$ cat config.mk
export PLATFORM = sky130hd
export DESIGN_NAME = iomem_wb8_bridge
export DESIGN_NICKNAME = d
export VERILOG_FILES = /design/src/rtl/iomem_wb8_bridge.sv
export SDC_FILE = /design/constraint.sdc
export NUM_CORES = 1
export LEC_CHECK = 0
export BUFFER_PORTS_ARGS = -buffer_cell sky130_fd_sc_hd__buf_2
export CAP_MARGIN = 20
export CORE_MARGIN = 3
export CORE_UTILIZATION = 37
export CTS_CLUSTER_DIAMETER = 150
export CTS_CLUSTER_SIZE = 25
export DETAILED_ROUTE_END_ITERATION = 12
export HOLD_SLACK_MARGIN = 0.1
export PLACE_DENSITY_LB_ADDON = 0.15
export SYNTH_ARGS = -nofsm -noshare
export SYNTH_HDL_FRONTEND = slang
export SYNTH_SLANG_ARGS = --single-unit
export TNS_END_PERCENT = 10
$ cat constraint.sdc
create_clock -name clk -period 2.15 [get_ports clk]
set_input_delay 0.5375 -clock clk [delete_from_list [all_inputs] [get_ports clk]]
set_output_delay 0.5375 -clock clk [all_outputs]
set_load 0.01 [all_outputs]
$ cat src/rtl/iomem_wb8_bridge.sv
// iomem_wb8_bridge: maps a 256-word iomem window onto the 8-bit Wishbone
// slave port of the MachXO2 EFB. Each claimed access becomes one Wishbone
// classic cycle. A down-counter bounds the wait for wb_ack_i, and a sticky
// flag records any timeout.
module iomem_wb8_bridge #(
   parameter logic [31:0] ADDR_BASE = 32'h0300_0000,
   parameter logic [31:0] ADDR_MASK = 32'hFFFF_FC00,
   parameter int unsigned TIMEOUT   = 255
) (
   input  logic        clk,
   input  logic        reset,
   input  logic        iomem_valid,
   output logic        iomem_ready,
   input  logic [3:0]  iomem_wstrb,
   input  logic [31:0] iomem_addr,
   input  logic [31:0] iomem_wdata,
   output logic [31:0] iomem_rdata,
   output logic        wb_cyc_o,
   output logic        wb_stb_o,
   output logic        wb_we_o,
   output logic [7:0]  wb_adr_o,
   output logic [7:0]  wb_dat_o,
   input  logic [7:0]  wb_dat_i,
   input  logic        wb_ack_i,
   output logic        wb_timeout
);

   localparam logic [7:0] TIMEOUT_C = 8'(TIMEOUT);

   typedef enum logic [1:0] {
      IDLE = 2'd0,
      BUS  = 2'd1,
      DONE = 2'd2
   } state_t;

   state_t      state_q, state_d;
   logic [7:0]  cnt_q, cnt_d;
   logic        cyc_q, cyc_d;
   logic        we_q, we_d;
   logic [7:0]  adr_q, adr_d;
   logic [7:0]  dat_q, dat_d;
   logic [31:0] rdata_q, rdata_d;
   logic        ready_q, ready_d;
   logic        timeout_q, timeout_d;

   logic        hit;
   logic        unused_wdata_hi;

   assign hit             = ((iomem_addr & ADDR_MASK) == ADDR_BASE);
   // The EFB registers are 8 bits wide; the upper write lanes carry nothing.
   assign unused_wdata_hi = ^iomem_wdata[31:8];

   // Next-state and registered-output logic of the access FSM.
   always_comb begin
      state_d   = state_q;
      cnt_d     = cnt_q;
      cyc_d     = cyc_q;
      we_d      = we_q;
      adr_d     = adr_q;
      dat_d     = dat_q;
      rdata_d   = rdata_q;
      ready_d   = 1'b0;
      timeout_d = timeout_q;

      case (state_q)
         IDLE: begin
            if (iomem_valid && hit) begin
               if ((iomem_wstrb == 4'b0000) || iomem_wstrb[0]) begin
                  adr_d   = iomem_addr[9:2];
                  we_d    = iomem_wstrb[0];
                  if (iomem_wstrb[0]) begin
                     dat_d = iomem_wdata[7:0];
                  end
                  cyc_d   = 1'b1;
                  cnt_d   = TIMEOUT_C;
                  state_d = BUS;
               end else begin
                  // Only upper lanes written: nothing reaches the EFB.
                  rdata_d = 32'h0000_0000;
                  ready_d = 1'b1;
                  state_d = DONE;
               end
            end
         end

         BUS: begin
            // Ack takes priority over an expiring counter.
            if (wb_ack_i) begin
               cyc_d   = 1'b0;
               we_d    = 1'b0;
               rdata_d = we_q ? 32'h0000_0000 : {24'h00_0000, wb_dat_i};
               ready_d = 1'b1;
               state_d = DONE;
            end else if (cnt_q == 8'd0) begin
               cyc_d     = 1'b0;
               we_d      = 1'b0;
               rdata_d   = 32'hFFFF_FFFF;
               timeout_d = 1'b1;
               ready_d   = 1'b1;
               state_d   = DONE;
            end else begin
               cnt_d = cnt_q - 8'd1;
            end
         end

         DONE: begin
            state_d = IDLE;
         end

         default: begin
            state_d = IDLE;
         end
      endcase
   end

   // State and output registers with synchronous reset.
   always_ff @(posedge clk) begin
      if (reset) begin
         state_q   <= IDLE;
         cnt_q     <= 8'd0;
         cyc_q     <= 1'b0;
         we_q      <= 1'b0;
         adr_q     <= 8'd0;
         dat_q     <= 8'd0;
         rdata_q   <= 32'h0000_0000;
         ready_q   <= 1'b0;
         timeout_q <= 1'b0;
      end else begin
         state_q   <= state_d;
         cnt_q     <= cnt_d;
         cyc_q     <= cyc_d;
         we_q      <= we_d;
         adr_q     <= adr_d;
         dat_q     <= dat_d;
         rdata_q   <= rdata_d;
         ready_q   <= ready_d;
         timeout_q <= timeout_d;
      end
   end

   assign iomem_ready = ready_q;
   assign iomem_rdata = rdata_q;
   assign wb_cyc_o    = cyc_q;
   assign wb_stb_o    = cyc_q;
   assign wb_we_o     = we_q;
   assign wb_adr_o    = adr_q;
   assign wb_dat_o    = dat_q;
   assign wb_timeout  = timeout_q;

endmodule

==> results.tsv, run 1 <==
metric	value	unit
status	completed	
grt_setup_unrepaired	no	
area.sequential	781	µm²
holdCritStartpoint	iomem_addr[9]	
cts_max_path_buffers	2	
pwr_density_cell	541	mW/mm²
num_vias	1736	
area_of_placed_instances	0.00239	mm²
ir_worst_vdd	0.347	mV
gr-usage-met1	0.190	
post_route_worst_setup_slack	141	ps
synth_top_area_cell	dfxtp_1	
postSynthAreaPerCell	9.47	µm²
cts_tree	built	
worst_setup_hold_path_clk_slew	80	ps
net_switching_power_figure	0.000291	W
die_w	77.6	µm
clkPwrFrac	0.404	
yosys_warnings	0	
setup.worst_path.end_class	flop	
netlist_top_cells_area	dfxtp_1 (41%), buf_4 (10%), mux2i_1 (8.5%)	
critical_path_arrival	2200	ps
slew_violations	0	
min_period_over_period	0.934	
cts-resized-gates	0	
number_of_standard_cells_after_synthesis	200	
preCtsSetupSlack	-175	ps
drive_above_1_share	0.481	
drcViolationCount	0	
globalRoute.busiestLayer	met2	
ys_types	43	
detailedRoute.firstPassIterationCount	4	
timing.final.setup_violations	0	
setup_tns	0	ps
routed_wire_length_per_instance	12.0	µm
wirelength	4.33	mm
synth_largest_type_area_fraction	0.412	
worst_setup_path_startpoint	iomem_addr[20]	
detailedRoute.firstIterationViolations	100	
layout.nets	376	
tightestPinTransition	504	ps
clock_tree.htree_level_count	2	
groute.layer.met3.usage	0.0510	
cts-root-buf	clkbuf_8	
die_footprint	0.00601	mm²
maxCapViolations	0	
power.share.sequential	0.535	
multi_input_comb_area	887	µm²
number_of_placement_rows	25	
cp_data_required_time	2340	ps
first_global_vias	1605	
floorplan.initialDensity	0.391	
finalHoldViolCount	0	
antenna_cells_inserted	0	
cp-start-kind	input pin	
clock_insertion_delay_worst_skew	290	ps
first_pass_grt_wire_length	7.29	mm
global_route.overflow_total	0	
post-route-util	0.515	
met2_usage	0.237	
hpwl_detailed	3.38	mm
nFillCells	477	
design_area	0.00249	mm²
groute.usage.overall	0.148	
ys_ff_latch	39	
antenna_left	0	
die_height	77.6	µm
pint	0.00106	W
max_freq	498	MHz
r2r-start	cnt_q[0]	
power_switching_share	0.216	
p_total	0.00135	W
relSlewSlack	0.661	
tritoncts.num_buffers	5	
worst_hold_path_type	input pin to flop	
syn_area	0.00189	mm²
core_area	0.00485	mm²
avgViaCountPerCell	4.80	
grt_antenna_before_repair	0	
cts.sinks	39	
hold_buffer_count_at_cts	0	
cp_class	input pin to flop	
layout_min_cycle_time	2010	ps
gpl.final_weighted_congestion	0.801	
p_comb_frac	0.061	
synth_nets	282	
synth.yosys.seq_area_share	0.412	
grt_max_degree	26	
layout-area-overhead-vs-synth	31.7	%
critical_path.max_fanout	9	
io_buffer_count	106	
io_pins	133	
clock_skew_after_layout	4.12	ps
post_cts_setup_buffer_count	0	
power.static_leakage	1.21	nW
## final cells by class
| cell class | count | area share |
|---|---|---|
| clock inverter | 1 | 0.00301 |
| timing repair buffer | 119 | 0.252 |
| multi-input combinational | 126 | 0.356 |
| sequential | 39 | 0.313 |
| inverter | 3 | 0.00451 |
| clock buffer | 7 | 0.0386 |
| tap | 67 | 0.0336 |
## registers in the layout, indices dropped and copies added, names as in the netlist
name and cells:
wb_timeout 1, iomem_ready 1, state_q 2, cnt_q 8, iomem_rdata 9, wb_cyc_o 1, wb_we_o 1, wb_dat_o 8
wb_adr_o 8
## power groups by stage
stage / registers (W) / clock network [W] / logic, W
6_report: 0.000722 / 0.000546 / 0.0000826
5_1_grt: 0.000722 / 0.000598 / 0.0000933
4_1_cts: 0.000721 / 0.000569 / 0.0000838
3_5_place_dp: 0.000739 / 0 / 0.0000835
3_3_place_gp: 0.000739 / 0 / 0.0000827
2_1_floorplan: 0.000739 / 0 / 0.0000268
## path summary, 6_finish.rpt
check | slack (ps) | cells past startpoint | to
setup / recovery | 140 | 6 | iomem_rdata[30]
hold / removal | 480 | 3 | wb_adr_o[7]
setup reg to reg | 180 | 7 | cnt_q[7]
hold reg to reg | 480 | 2 | wb_timeout
## per-layer routing
metal / vias to the layer above / share of wire
met5: - / 0
met4: 0 / 0.0035
met3: 2 / 0.10
met2: 78 / 0.46
met1: 770 / 0.43
li1: 886 / -
## cells in the mapped netlist, drive strengths merged
master / number
o21ai: 5
or3: 1
clkbuf: 3
a311oi: 5
nor2: 25
o31a: 1
buf: 29
nand2b: 5
nor3b: 3
nand3: 1
nor4b: 3
inv: 3
a221oi: 1
a2bb2oi: 7
and3: 1
ha: 2
nor4: 4
or4: 2
dfxtp: 39
mux2i: 16
nor3: 5
o21ba: 1
a32o: 1
a21oi: 7
a211oi: 3
nand2: 14
a31oi: 4
or4b: 1
or2: 2
o2bb2a: 1
a22oi: 1
nor2b: 1
a31o: 1
nand4: 2
## cells in the final DEF (no fill, tap or decap), types with 2 or more instances in the layout
cell | synthesis | layout
a311oi_1 | 4 | 4
nor3_1 | 5 | 4
a21oi_1 | 6 | 6
a31oi_1 | 4 | 4
mux2i_1 | 16 | 16
dfxtp_1 | 39 | 39
clkbuf_8 | 0 | 7
nand2b_1 | 5 | 5
nor3b_1 | 3 | 3
nand2_1 | 14 | 14
ha_1 | 2 | 2
nor2_1 | 25 | 25
buf_4 | 26 | 13
buf_2 | 2 | 106
a211oi_1 | 3 | 3
or2_2 | 2 | 2
o21ai_0 | 4 | 4
nor4b_2 | 2 | 2
inv_1 | 3 | 3
nor4_1 | 3 | 3
a2bb2oi_1 | 7 | 7
## kinds of logic (layout without fill, tap and decap cells)
group,count (synthesis),after routing,share of synthesized area
mux,16,16,0.0845
compound gates,38,38,0.168
flops,39,39,0.412
fa+ha+maj,2,2,0.0132
simple gates,70,70,0.200
buf+inv,35,130,0.122
## metrics by stage
step / hold slack [ps] / std cells
final: 480 / 362
after global routing: 470 / 362
after CTS: 471 / 362
after detailed placement: 462 / 354
after global placement: 465 / 354
after floorplan: 462 / 200
## critical path: stages
cell     delay [ps]
buf_2           110
nor4b_2         290
nand4_2         180
or4_1           590
a22oi_4         290
o21ba_2         210
No activity file was read; power rests on OpenSTA's default activity.
==> inputs of run 2 (changes only) <==
--- a/config.mk
+++ b/config.mk
@@ -7,13 +7,16 @@
 export LEC_CHECK = 0
 export BUFFER_PORTS_ARGS = -buffer_cell sky130_fd_sc_hd__buf_2
 export CAP_MARGIN = 20
+export CELL_PAD_IN_SITES_DETAIL_PLACEMENT = 1
+export CELL_PAD_IN_SITES_GLOBAL_PLACEMENT = 1
 export CORE_MARGIN = 3
-export CORE_UTILIZATION = 37
+export CORE_UTILIZATION = 25
 export CTS_CLUSTER_DIAMETER = 150
 export CTS_CLUSTER_SIZE = 25
 export DETAILED_ROUTE_END_ITERATION = 12
 export HOLD_SLACK_MARGIN = 0.1
 export PLACE_DENSITY_LB_ADDON = 0.15
+export RECOVER_POWER = 25
 export SYNTH_ARGS = -nofsm -noshare
 export SYNTH_HDL_FRONTEND = slang
 export SYNTH_SLANG_ARGS = --single-unit
==> results.tsv, run 2 (synthesized netlist as in run 1, its figures left out) <==
metric	value	unit
maxCapViolations	0	
detailedRoute.firstIterationViolations	39	
routed_wire_length_per_instance	12.5	µm
floorplan.initialDensity	0.260	
layout-area-overhead-vs-synth	34.2	%
min_path_cells	3	
r2r-start	cnt_q[0]	
slew_violations	0	
first_global_vias	1832	
grt_max_degree	26	
status	completed	
groute.usage.overall	0.122	
first_pass_grt_wire_length	8.51	mm
cts.sinks	39	
preCtsSetupSlack	-182	ps
grt_setup_unrepaired	no	
critical_path.max_fanout	5	
cp_data_required_time	2330	ps
reg2reg_depth	7	
num_vias	1781	
die_footprint	0.00866	mm²
clock_tree.htree_level_count	2	
worst_hold_path_type	input pin to flop	
relSlewSlack	0.605	
holdPathEnd	wb_adr_o[3]	
post_route_worst_setup_slack	136	ps
clock_insertion_delay_worst_skew	290	ps
cts_tree	built	
r2r_slack	230	ps
most_frequent_cells_in_the_layout	buf_2 (83), dfxtp_1 (39), nor2_1 (25), clkbuf_1 (25), buf_4 (17)	
die_height	93.0	µm
layout.nets	381	
drive_above_1_share	0.407	
avgViaCountPerCell	4.46	
post_cts_setup_buffer_count	0	
setup.worst_path.end_class	flop	
final_cells	399	
holdCritStartpoint	iomem_addr[5]	
hold_buffer_count_at_cts	0	
critical_path_arrival	2200	ps
nFillCells	929	
power.static_leakage	1.13	nW
wirelength	5.00	mm
cp-start-kind	input pin	
layout_min_cycle_time	2010	ps
detailedRoute.firstPassIterationCount	5	
area.sequential	781	µm²
tightestPinTransition	589	ps
antenna_left	0	
gpl.final_weighted_congestion	0.704	
cp_class	input pin to flop	
rr_endpoint	cnt_q[5]	
worst_setup_hold_path_clk_slew	80	ps
tritoncts.num_buffers	5	
cts-root-buf	clkbuf_8	
fin_hold_ws	479	ps
finalHoldViolCount	0	
cts_max_path_buffers	2	
hpwl_detailed	3.95	mm
io_pins	133	
drcViolationCount	0	
clock_skew_after_layout	3.54	ps
pwr_density_cell	508	mW/mm²
multi_input_comb_area	896	µm²
timing.final.setup_violations	0	
io_buffer_count	106	
instance_count_after_placement_with_tap_cells_included	391	
grt_antenna_before_repair	0	
max_freq	496	MHz
min_period_over_period	0.937	
layout_commonest_cell	buf_2	
number_of_placement_rows	31	
largest_register_ff_count	9	
ir_worst_vdd	0.180	mV
die_w	93.0	µm
global_route.overflow_total	0	
core_area	0.00729	mm²
antenna_cells_inserted	0	
## run 2: final cells by class
cell class	instances	area share
inverter	3	0.00443
clock buffer	7	0.0300
multi-input combinational	126	0.352
clock inverter	1	0.00197
sequential	39	0.307
timing repair buffer	124	0.255
tap	99	0.0487
## run 2: per-stage QoR
stage	setup TNS, ps	utilization	instance area, µm²	power (W)
after floorplan	0	-	1890	0.000765
after global placement	-2550	0.340	2480	0.000826
after detailed placement	-2790	0.340	2480	0.000827
after CTS	0	0.351	2560	0.00132
after global routing	0	0.349	2540	0.00137
final	0	0.349	2540	0.00129
## run 2: timing repair
item / 4_1_cts / 5_1_grt
resized for setup: 0 / 1
setup endpoints to repair: 0 / 3
endpoints found under the hold margin: 0 / 0
## run 2: routing by layer
metal / GRT usage / vias to the layer above / wire length [µm]
met5: 0 / - / 0
met1: 0.150 / 804 / 2250
met3: 0.0515 / 4 / 574
li1: - / 893 / -
met2: 0.194 / 80 / 2140
met4: 0.0366 / 0 / 39
## run 2: worst max-delay path by stage
stage	from	end	slack (ps)	cells after the start
3_3_place_gp	iomem_addr[20]	iomem_rdata[6]	-180	7
4_1_cts	iomem_addr[20]	iomem_rdata[6]	130	7
6_report	iomem_addr[11]	iomem_rdata[6]	140	7
2_1_floorplan	iomem_addr[26]	iomem_rdata[30]	50	5
5_1_grt	iomem_addr[20]	iomem_rdata[6]	10	7
3_5_place_dp	iomem_addr[20]	iomem_rdata[6]	-180	7
## run 2: worst max-delay path: stages
cell and delay (ps):
buf_2 100, nor4b_2 290, nand4_2 190, or4_1 590
a22oi_4 260, buf_4 170, a2bb2oi_1 60
## run 2: report_power, final
group	internal [W]	switching (W)	total, W
sequential	0.000721	0.000000000151	0.000721
combinational	0.0000482	0.0000400	0.0000882
clock	0.000228	0.000255	0.000483
==> inputs of run 3 (changes only) <==
--- a/config.mk
+++ b/config.mk
@@ -9,8 +9,8 @@
 export CAP_MARGIN = 20
 export CELL_PAD_IN_SITES_DETAIL_PLACEMENT = 1
 export CELL_PAD_IN_SITES_GLOBAL_PLACEMENT = 1
-export CORE_MARGIN = 3
-export CORE_UTILIZATION = 25
+export CORE_MARGIN = 5
+export CORE_UTILIZATION = 28
 export CTS_CLUSTER_DIAMETER = 150
 export CTS_CLUSTER_SIZE = 25
 export DETAILED_ROUTE_END_ITERATION = 12
==> constraint.sdc (replaced) <==
create_clock -name clk -period 2.2 [get_ports clk]
set_input_delay 0.55 -clock clk [delete_from_list [all_inputs] [get_ports clk]]
set_output_delay 0.55 -clock clk [all_outputs]
set_load 0.01 [all_outputs]
==> results.tsv, run 3 (synthesized netlist as in run 1, its figures left out) <==
metric	value	unit
layout-area-overhead-vs-synth	31.2	%
cts_max_path_buffers	2	
cp_cell_sequence	buf_2 > nor4b_2 > nand4_2 > or4_4 > a21oi_4 > a2bb2oi_1	
worst_hold_path_type	input pin to flop	
clock_insertion_delay_worst_skew	290	ps
groute.usage.overall	0.126	
rr_endpoint	iomem_rdata[7]	
layout_commonest_cell	buf_2	
gpl.final_weighted_congestion	0.703	
slew_violations	0	
antenna_left	0	
finalHoldViolCount	0	
detailedRoute.firstIterationViolations	38	
p_total	0.00129	W
io_pins	133	
first_global_vias	1854	
cts.sinks	39	
fin_hold_ws	479	ps
pwr_density_cell	519	mW/mm²
grt_antenna_before_repair	0	
number_of_placement_rows	30	
r2r-start	cnt_q[0]	
r2r_slack	220	ps
timing.final.setup_violations	0	
detailedRoute.firstPassIterationCount	3	
final_cells	377	
status	completed	
tritoncts.num_buffers	5	
die_w	92.3	µm
grt_max_degree	26	
wirelength	5.29	mm
setup.worst_path.end_class	flop	
layout_min_cycle_time	2020	ps
clock_skew_after_layout	6.94	ps
antenna_cells_inserted	0	
critical-path-top-delay-family	simple AND/OR/NAND/NOR gates	
relSlewSlack	0.624	
hold_buffer_count_at_cts	0	
cp-start-kind	input pin	
cp_class	input pin to flop	
nFillCells	835	
largest_register_ff_count	9	
io_buffer_count	106	
grt_setup_unrepaired	no	
critical_path_arrival	2240	ps
avgViaCountPerCell	4.68	
min_period_over_period	0.920	
most_frequent_cells_in_the_layout	buf_2 (83), dfxtp_1 (39), nor2_1 (25)	
design_area	0.00249	mm²
tightestPinTransition	560	ps
slowest_delay	570	ps
floorplan.initialDensity	0.284	
clock_tree.htree_level_count	2	
power.static_leakage	1.10	nW
area_of_placed_instances	0.00242	mm²
max_freq	494	MHz
worst_setup_hold_path_clk_slew	90	ps
first_pass_grt_wire_length	8.58	mm
layout.nets	378	
ir_worst_vdd	0.247	mV
holdCritStartpoint	iomem_addr[3]	
routed_wire_length_per_instance	14.0	µm
global_route.overflow_total	0	
maxCapViolations	0	
drcViolationCount	0	
die_footprint	0.00851	mm²
worst_path_max_delay_cell	or4_4	
critical_path.max_fanout	9	
num_vias	1765	
die_height	92.3	µm
core_area	0.00668	mm²
critPathBufInv	1	
drive_above_1_share	0.407	
reg2reg_depth	7	
holdPathEnd	wb_adr_o[1]	
hpwl_detailed	4.26	mm
cts_tree	built	
cts-root-buf	clkbuf_8	
cp_data_required_time	2420	ps
post_cts_setup_buffer_count	0	
min_path_cells	3	
instance_count_after_placement_with_tap_cells_included	369	
[run 3: how the worst max path moves through the flow]
stage	from	endpoint	cells after the start
after floorplan	iomem_addr[26]	iomem_rdata[30]	5
after global placement	iomem_addr[20]	iomem_rdata[0]	7
after detailed placement	iomem_addr[20]	iomem_rdata[4]	7
after CTS	cnt_q[0]	iomem_rdata[7]	7
after global routing	iomem_addr[20]	iomem_rdata[0]	6
final	iomem_addr[20]	iomem_rdata[4]	6
[run 3: where the power goes]
group / leakage [nW] / internal [W] / switching (W)
clock network: 0.0408 / 0.000227 / 0.000273
logic: 0.749 / 0.0000466 / 0.0000387
registers: 0.314 / 0.000705 / 0.000000000156
total: 1.10 / 0.000978 / 0.000312
[run 3: per-stage QoR]
| stage | setup slack [ps] | TNS, ps | utilization |
|---|---|---|---|
| 2_1_floorplan | 91.0 | 0 | - |
| 3_3_place_gp | -115 | -1290 | 0.363 |
| 3_5_place_dp | -180 | -1990 | 0.363 |
| 4_1_cts | 11.2 | 0 | 0.376 |
| 5_1_grt | 34.9 | 0 | 0.372 |
| 6_report | 176 | 0 | 0.372 |
[run 3: worst min-delay path, delay by kind of cell]
kind,cells,cell delay [ps]
buf+inv,1,70
simple gates,1,70
mux,1,50
[run 3: per-layer routing]
layer  part of all wire  GRT usage  vias to the layer above
met5                  0          0                        -
met4              0.014     0.0408                        0
met3               0.10     0.0591                        5
met2               0.47      0.206                       72
met1               0.41      0.145                      803
li1                   -          -                      885
[run 3: layout make-up]
cell class | count | area (µm²) | area share
sequential | 39 | 781 | 0.314
tap | 80 | 100 | 0.0403
multi-input combinational | 126 | 887 | 0.357
timing repair buffer | 121 | 614 | 0.247
clock buffer | 5 | 68.8 | 0.0277
inverter | 3 | 11.3 | 0.00453
clock inverter | 3 | 23.8 | 0.00956
[run 3: what timing repair did]
action / CTS / global route
endpoints found under the setup margin: 0 / 9
endpoints found under the hold margin: 0 / 0
gates resized for setup: 0 / 1
